## src/rtl/mac_ctrl_pkg.sv

```systemverilog
// Shared definitions for mac_array_ctrl: controller FSM states and the
// two-bit instruction encodings sent to the MAC array.
package mac_ctrl_pkg;

    typedef enum logic [2:0] {
        ST_IDLE   = 3'd0,
        ST_LOAD_W = 3'd1,
        ST_GAP    = 3'd2,
        ST_EXEC   = 3'd3,
        ST_DRAIN  = 3'd4,
        ST_DONE   = 3'd5
    } state_t;

    localparam logic [1:0] INST_IDLE = 2'b00;
    localparam logic [1:0] INST_LOAD = 2'b01;
    localparam logic [1:0] INST_EXEC = 2'b10;

endpackage

```

## src/rtl/mac_ctrl_cnt.sv

```systemverilog
// Loadable up-counter with synchronous clear and enable; 'hit' flags that
// the current count equals the supplied terminal value.
module mac_ctrl_cnt #(
    parameter int aw = 11
) (
    input  logic          clk,
    input  logic          reset,
    input  logic          clr,
    input  logic          en,
    input  logic          load,
    input  logic [aw-1:0] load_val,
    input  logic [aw-1:0] term,
    output logic [aw-1:0] cnt,
    output logic          hit
);

    logic [aw-1:0] r_cnt;

    always_ff @(posedge clk or negedge reset) begin
        if (!reset) begin
            r_cnt <= '0;
        end else if (clr) begin
            r_cnt <= '0;
        end else if (load) begin
            r_cnt <= load_val;
        end else if (en) begin
            r_cnt <= r_cnt + 1'b1;
        end
    end

    assign cnt = r_cnt;
    assign hit = (r_cnt == term);

endmodule

```

## src/rtl/mac_array_ctrl.sv

```systemverilog
// Job sequencer for a row x col MAC array: weight load, settle gap, activation
// stream, psum drain. Define MAC_CTRL_PERF_CNT_EN to add the perf_cycles output.
module mac_array_ctrl
    import mac_ctrl_pkg::*;
#(
    parameter int row = 8,
    parameter int col = 8,
    parameter int aw  = 11
) (
    input  logic          clk,
    input  logic          reset,
    input  logic          start,
    input  logic [aw-1:0] n_nij,
    output logic          busy,
    output logic          done,
    output logic          w_rd_en,
    output logic [aw-1:0] w_rd_addr,
    output logic          a_rd_en,
    output logic [aw-1:0] a_rd_addr,
    output logic [1:0]    inst_w,
    input  logic [col-1:0] valid_in,
    output logic          psum_wr_en,
    output logic [aw-1:0] psum_wr_addr
`ifdef MAC_CTRL_PERF_CNT_EN
    ,
    output logic [31:0]   perf_cycles
`endif
);

    state_t        r_state;
    state_t        w_state_next;
    logic [aw-1:0] r_n_nij;
    logic [1:0]    r_inst_w;

    logic          w_accept;
    logic          w_rd_active;
    logic          w_rd_clr;
    logic          w_rd_hit;
    logic [aw-1:0] w_rd_term;
    logic [aw-1:0] w_rd_cnt;
    logic          w_beat_window;
    logic          w_beat_fire;
    logic          w_beat_hit;
    logic          w_beat_last;
    logic [aw-1:0] w_beat_cnt;
    logic          w_unused;

    assign w_unused    = (^valid_in) ^ (row > 0);
    assign w_accept    = (r_state == ST_IDLE) && start;
    assign w_rd_active = (r_state == ST_LOAD_W) || (r_state == ST_GAP) || (r_state == ST_EXEC);
    assign w_rd_clr    = (r_state == ST_IDLE) || (w_rd_active && w_rd_hit);
    // One counter paces LOAD_W and GAP (col cycles each) and the EXEC reads.
    assign w_rd_term   = (r_state == ST_EXEC) ? (r_n_nij - aw'(1)) : aw'(col - 1);

    mac_ctrl_cnt #(.aw(aw)) u_rd_cnt (
        .clk      (clk),
        .reset    (reset),
        .clr      (w_rd_clr),
        .en       (w_rd_active),
        .load     (1'b0),
        .load_val ('0),
        .term     (w_rd_term),
        .cnt      (w_rd_cnt),
        .hit      (w_rd_hit)
    );

    assign w_beat_window = (r_state == ST_EXEC) || (r_state == ST_DRAIN);
    assign w_beat_fire   = w_beat_window && valid_in[col-1] && !w_beat_hit;
    assign w_beat_last   = (w_beat_cnt + aw'(1)) == r_n_nij;

    mac_ctrl_cnt #(.aw(aw)) u_beat_cnt (
        .clk      (clk),
        .reset    (reset),
        .clr      (r_state == ST_IDLE),
        .en       (w_beat_fire),
        .load     (1'b0),
        .load_val ('0),
        .term     (r_n_nij),
        .cnt      (w_beat_cnt),
        .hit      (w_beat_hit)
    );

    always_comb begin
        w_state_next = r_state;
        case (r_state)
            ST_IDLE:   if (start)    w_state_next = ST_LOAD_W;
            ST_LOAD_W: if (w_rd_hit) w_state_next = ST_GAP;
            ST_GAP:    if (w_rd_hit) w_state_next = (r_n_nij == '0) ? ST_DRAIN : ST_EXEC;
            ST_EXEC:   if (w_rd_hit) w_state_next = ST_DRAIN;
            // Exit as soon as the final beat lands so done follows it by one cycle.
            ST_DRAIN:  if (w_beat_hit || (w_beat_fire && w_beat_last)) w_state_next = ST_DONE;
            ST_DONE:   w_state_next = ST_IDLE;
            default:   w_state_next = ST_IDLE;
        endcase
    end

    always_ff @(posedge clk or negedge reset) begin
        if (!reset) begin
            r_state  <= ST_IDLE;
            r_n_nij  <= '0;
            r_inst_w <= INST_IDLE;
        end else begin
            r_state <= w_state_next;
            if (w_accept) begin
                r_n_nij <= n_nij;
            end
            if (w_rd_en) begin
                r_inst_w <= INST_LOAD;
            end else if (a_rd_en) begin
                r_inst_w <= INST_EXEC;
            end else begin
                r_inst_w <= INST_IDLE;
            end
        end
    end

    assign busy         = (r_state != ST_IDLE);
    assign done         = (r_state == ST_DONE);
    assign w_rd_en      = (r_state == ST_LOAD_W);
    assign w_rd_addr    = w_rd_en ? w_rd_cnt : '0;
    assign a_rd_en      = (r_state == ST_EXEC);
    assign a_rd_addr    = a_rd_en ? w_rd_cnt : '0;
    assign inst_w       = r_inst_w;
    assign psum_wr_en   = w_beat_fire;
    assign psum_wr_addr = w_beat_cnt;

`ifdef MAC_CTRL_PERF_CNT_EN
    logic [31:0] r_perf_cycles;

    // The accept cycle itself counts, so the value after done is accept..done inclusive.
    always_ff @(posedge clk or negedge reset) begin
        if (!reset) begin
            r_perf_cycles <= '0;
        end else if (w_accept) begin
            r_perf_cycles <= 32'd1;
        end else if (busy) begin
            r_perf_cycles <= r_perf_cycles + 32'd1;
        end
    end

    assign perf_cycles = r_perf_cycles;
`endif

endmodule

```

## config.mk

```make
export PLATFORM = sky130hd
export DESIGN_NAME = mac_array_ctrl
export DESIGN_NICKNAME = d
export VERILOG_FILES = /design/src/rtl/mac_ctrl_pkg.sv /design/src/rtl/mac_ctrl_cnt.sv /design/src/rtl/mac_array_ctrl.sv
export SDC_FILE = /design/constraint.sdc
export NUM_CORES = 1
export LEC_CHECK = 0
export ABC_AREA = 1
export CAP_MARGIN = 40
export CORE_MARGIN = 1
export CORE_UTILIZATION = 32
export CTS_CLUSTER_DIAMETER = 100
export DETAILED_ROUTE_END_ITERATION = 10
export PLACE_DENSITY = 0.6
export RECOVER_POWER = 25
export SLEW_MARGIN = 0
export SYNTH_ARGS = -nofsm -noshare
export SYNTH_HDL_FRONTEND = slang
export SYNTH_HIERARCHICAL = 1
export SYNTH_SLANG_ARGS = --single-unit
```

## constraint.sdc

```tcl
create_clock -name clk -period 7.3 [get_ports clk]
set_clock_uncertainty 0.2 [all_clocks]
set_input_delay 1.46 -clock clk [delete_from_list [all_inputs] [get_ports clk]]
set_output_delay 1.46 -clock clk [all_outputs]
set_load 0.05 [all_outputs]
```

==> Implementation_results.wiki <==
{| class="wikitable"
! Metric !! Value
|-
| Remaining global-route overflow || 0
|-
| Data required time of the worst path || 5.64 ns
|-
| Upper clock frequency limit || 212 MHz
|-
| Die ar. || 10700 µm²
|-
| Number of setup buffers added after CTS || 0
|-
| # H-tree levels || 2
|-
| Number of buffer cells added on primary ports || 54
|-
| Worst Hold Launch || u_rd_cnt/cnt[10]$_DFFE_PN0P_
|-
| Total I/O pin count || 62
|-
| Fraction of final layout cells sized beyond drive strength 1 || 0.0494
|-
| Total of max-cap violations || 1
|-
| Critical path start-end classification || in -> out
|-
| Period utilization || 0.648
|-
| Leakage || 1.96 nW
|-
| PostCTS Resize Cnt || 0
|-
| Status || finished with violations
|-
| Pin count of the biggest net entering global routing || 30
|-
| Row Count || 36
|-
| Net count, final || 633
|-
| Number of antenna violations at the first check in global routing || 0
|-
| Post-CTS Hold Fix Bufs || 0
|-
| Utilization after layout || 0.412
|-
| Setup repair after global routing missed its margin || no
|-
| Global placer's final weighted congestion || 0.817
|-
| Antenna viol nets, final || 0
|-
| P&R area growth vs syn || 23.4%
|-
| Clock Pin Slew Worst Setup and Hold Paths || 0.08 ns
|-
| Number of synthesis warnings || 6
|-
| Reg-to-reg startpoint || r_state[2]$_DFFE_PN0P_
|-
| Detailed-placement wirelength estimate || 6430 µm
|-
| Violations in the final reports || capacitance limit, slew limit
|-
| CTS tree || built
|-
| Final setup violation count || 0
|-
| #FFs+latches synth || 38
|-
| Core Region || 9910 µm²
|-
| Library cell used as clock root buffer || clkbuf_8
|-
| Minimum clock period after layout || 4.73 ns
|-
| Detailed router's first-iteration violation count || 121
|-
| Endpoint class of the critical path || primary output
|-
| Startpoint of the worst setup timing path || valid_in[7]
|-
| Drt drc || 0
|-
| Total via count after detailed routing || 3410
|-
| Number of global-route vias before repair || 3142
|-
| Power density of the placed cells || 442 nW/µm²
|-
| Die Span Y || 104 µm
|-
| Final instance area || 4080 µm²
|-
| Final Hold Viols || 0
|-
| Antenna fix cells || 0
|-
| Peak supply drop || 0.171 mV
|-
| Wire length of the first global-routing pass || 14900 µm
|-
| Register-to-Register Setup Slack || 3.52 ns
|-
| Total Routed Length || 8640 µm
|-
| Placed inst area || 4030 µm²
|-
| Yosys cell types || 32
|-
| Detail-routed net length per standard cell || 11.7 µm
|-
| Total clock buffers created by CTS || 5
|-
| Gate count after technology mapping || 533
|-
| Hold WC Path Type || reg -> reg
|-
| Number of iterations in the first detailed-routing pass || 4
|-
| Maximum clock insertion buffer count || 2
|-
| Number of pins exceeding their max-slew limit in the final report || 30
|-
| Ratio of routed vias to standard cells || 4.61
|-
| Die width || 104 µm
|-
| Worst-path fanout max || 3
|-
| Sequential fraction of the synthesis area || 0.288
|-
| Global routing usage summed across all routing layers || 0.168
|-
| Actual slew at the worst max-slew pin || 1.69 ns
|-
| Initial Utilization || 0.334
|-
| Nature of the critical path startpoint || primary input
|-
| Crit path DAT || 3.07 ns
|-
| Summed negative setup slack over all endpoints || 0 ns
|-
| Average size of a mapped cell || 6.20 µm²
|-
| Post-synthesis instance area || 3310 µm²
|-
| Worst-skew pair later-pin latency || 0.30 ns
|-
| Slew Limit Headroom || -0.129
|-
| Clock sink total || 38
|}
==> synth_stat cells <==
cell | instances | share of area
nand2_1 | 153 | 0.17
nor2_1 | 106 | 0.12
inv_1 | 60 | 0.068
dfrtp_1 | 38 | 0.29
nand3_1 | 38 | 0.058
o21ai_0 | 23 | 0.035
xnor2_1 | 21 | 0.056
a21oi_1 | 20 | 0.030
xor2_1 | 10 | 0.026
inv_2 | 7 | 0.0079
nor2_4 | 6 | 0.020
buf_2 | 5 | 0.0076
nand4_1 | 5 | 0.0095
clkinv_1 | 4 | 0.0045
ha_1 | 4 | 0.015
nand3_2 | 4 | 0.012
nor3_1 | 4 | 0.0061
o31ai_1 | 4 | 0.0091
o21ai_1 | 3 | 0.0045
or2_2 | 3 | 0.0057
buf_4 | 2 | 0.0045
clkbuf_8 | 2 | 0.0083
mux2_1 | 2 | 0.0068
buf_6 | 1 | 0.0034
clkbuf_1 | 1 | 0.0011
conb_1 | 1 | 0.0011
nand2_2 | 1 | 0.0019
nand2b_1 | 1 | 0.0019
nand3_4 | 1 | 0.0053
nor2_2 | 1 | 0.0019
nor3_4 | 1 | 0.0049
or2_1 | 1 | 0.0019
==> critical path, cell delays in order <==
cell and delay, ns:
clkdlybuf4s50_1 0.46, inv_1 0.04, nor2_1 0.08, nand2_1 0.10
inv_1 0.12, clkdlybuf4s50_1 0.81
==> stage by stage <==
| stage | power (mW) | cells | hold slack, ns | setup slack, ns |
|---|---|---|---|---|
| after floorplan | 1.35 | 556 | 0.328 | 2.86 |
| after global placement | 1.64 | 732 | 0.379 | 2.56 |
| after detailed placement | 1.67 | 733 | 0.384 | 2.57 |
| after CTS | 1.82 | 740 | 0.403 | 2.57 |
| after global routing | 1.97 | 740 | 0.432 | 2.45 |
| final | 1.80 | 740 | 0.397 | 2.57 |
==> final timing paths <==
check	cells past startpoint	end
worst max register to register	17	u_rd_cnt/cnt[5]$_DFFE_PN0P_
min in group asynchronous	1	u_beat_cnt/cnt[7]$_DFFE_PN0P_
max in group asynchronous	2	r_state[0]$_DFFE_PN0P_
worst min register to register	2	u_rd_cnt/cnt[10]$_DFFE_PN0P_
worst max-delay path	6	psum_wr_en
worst min-delay path	2	u_rd_cnt/cnt[10]$_DFFE_PN0P_
==> cell families after synthesis <==
kind of cell    after synthesis  share of synthesized area
buf+inv                      82                      0.106
mux                           2                    0.00681
flops                        38                      0.288
fa+ha+maj                     4                     0.0151
compound gates               50                     0.0787
other cells                   1                    0.00113
xor+xnor                     31                     0.0821
simple gates                325                      0.423
==> cell type report <==
cell class | instances | area, µm²
clock buffer | 5 | 68.8
fill | 1112 | 5830
tap | 133 | 166
multi-input combinational | 436 | 2080
timing repair buffer | 55 | 538
clock inverter | 2 | 10.0
sequential | 38 | 951
inverter | 71 | 267
==> state kept, by name, indices dropped and copies added, names as in the netlist <==
name,count
inst_w,2
u_rd_cnt/cnt,11
r_state,3
u_beat_cnt/cnt,11
r_n_nij,11
==> power breakdown <==
group / total, mW / leakage (nW) / switching (mW) / internal, mW
Combinational: 1.15 / 1.45 / 0.745 / 0.406
Sequential: 0.508 / 0.465 / 0.202 / 0.306
Clock: 0.145 / 0.0438 / 0.0804 / 0.0643
Total: 1.80 / 1.96 / 1.03 / 0.776
==> layout by cell type, fill, tap and decap left out, types with 6 or more instances in the layout <==
| cell type | netlist | routed |
|---|---|---|
| a21oi_1 | 20 | 20 |
| clkdlybuf4s50_1 | 0 | 53 |
| conb_1 | 1 | 24 |
| dfrtp_1 | 38 | 38 |
| inv_1 | 60 | 60 |
| inv_2 | 7 | 7 |
| nand2_1 | 153 | 153 |
| nand3_1 | 38 | 39 |
| nor2_1 | 106 | 106 |
| nor2_4 | 6 | 6 |
| o21ai_0 | 23 | 23 |
| xnor2_1 | 21 | 21 |
| xor2_1 | 10 | 10 |
==> layer usage <==
layer  up-vias  routed length [µm]  global-route usage
met1      1562                4410               0.243
met4         0                 120              0.0500
met3         8                 398              0.0308
li1       1766                   -                   -
met2        74                3710               0.254
met5         -                   0                   0
(Power assumes the default switching activity.)
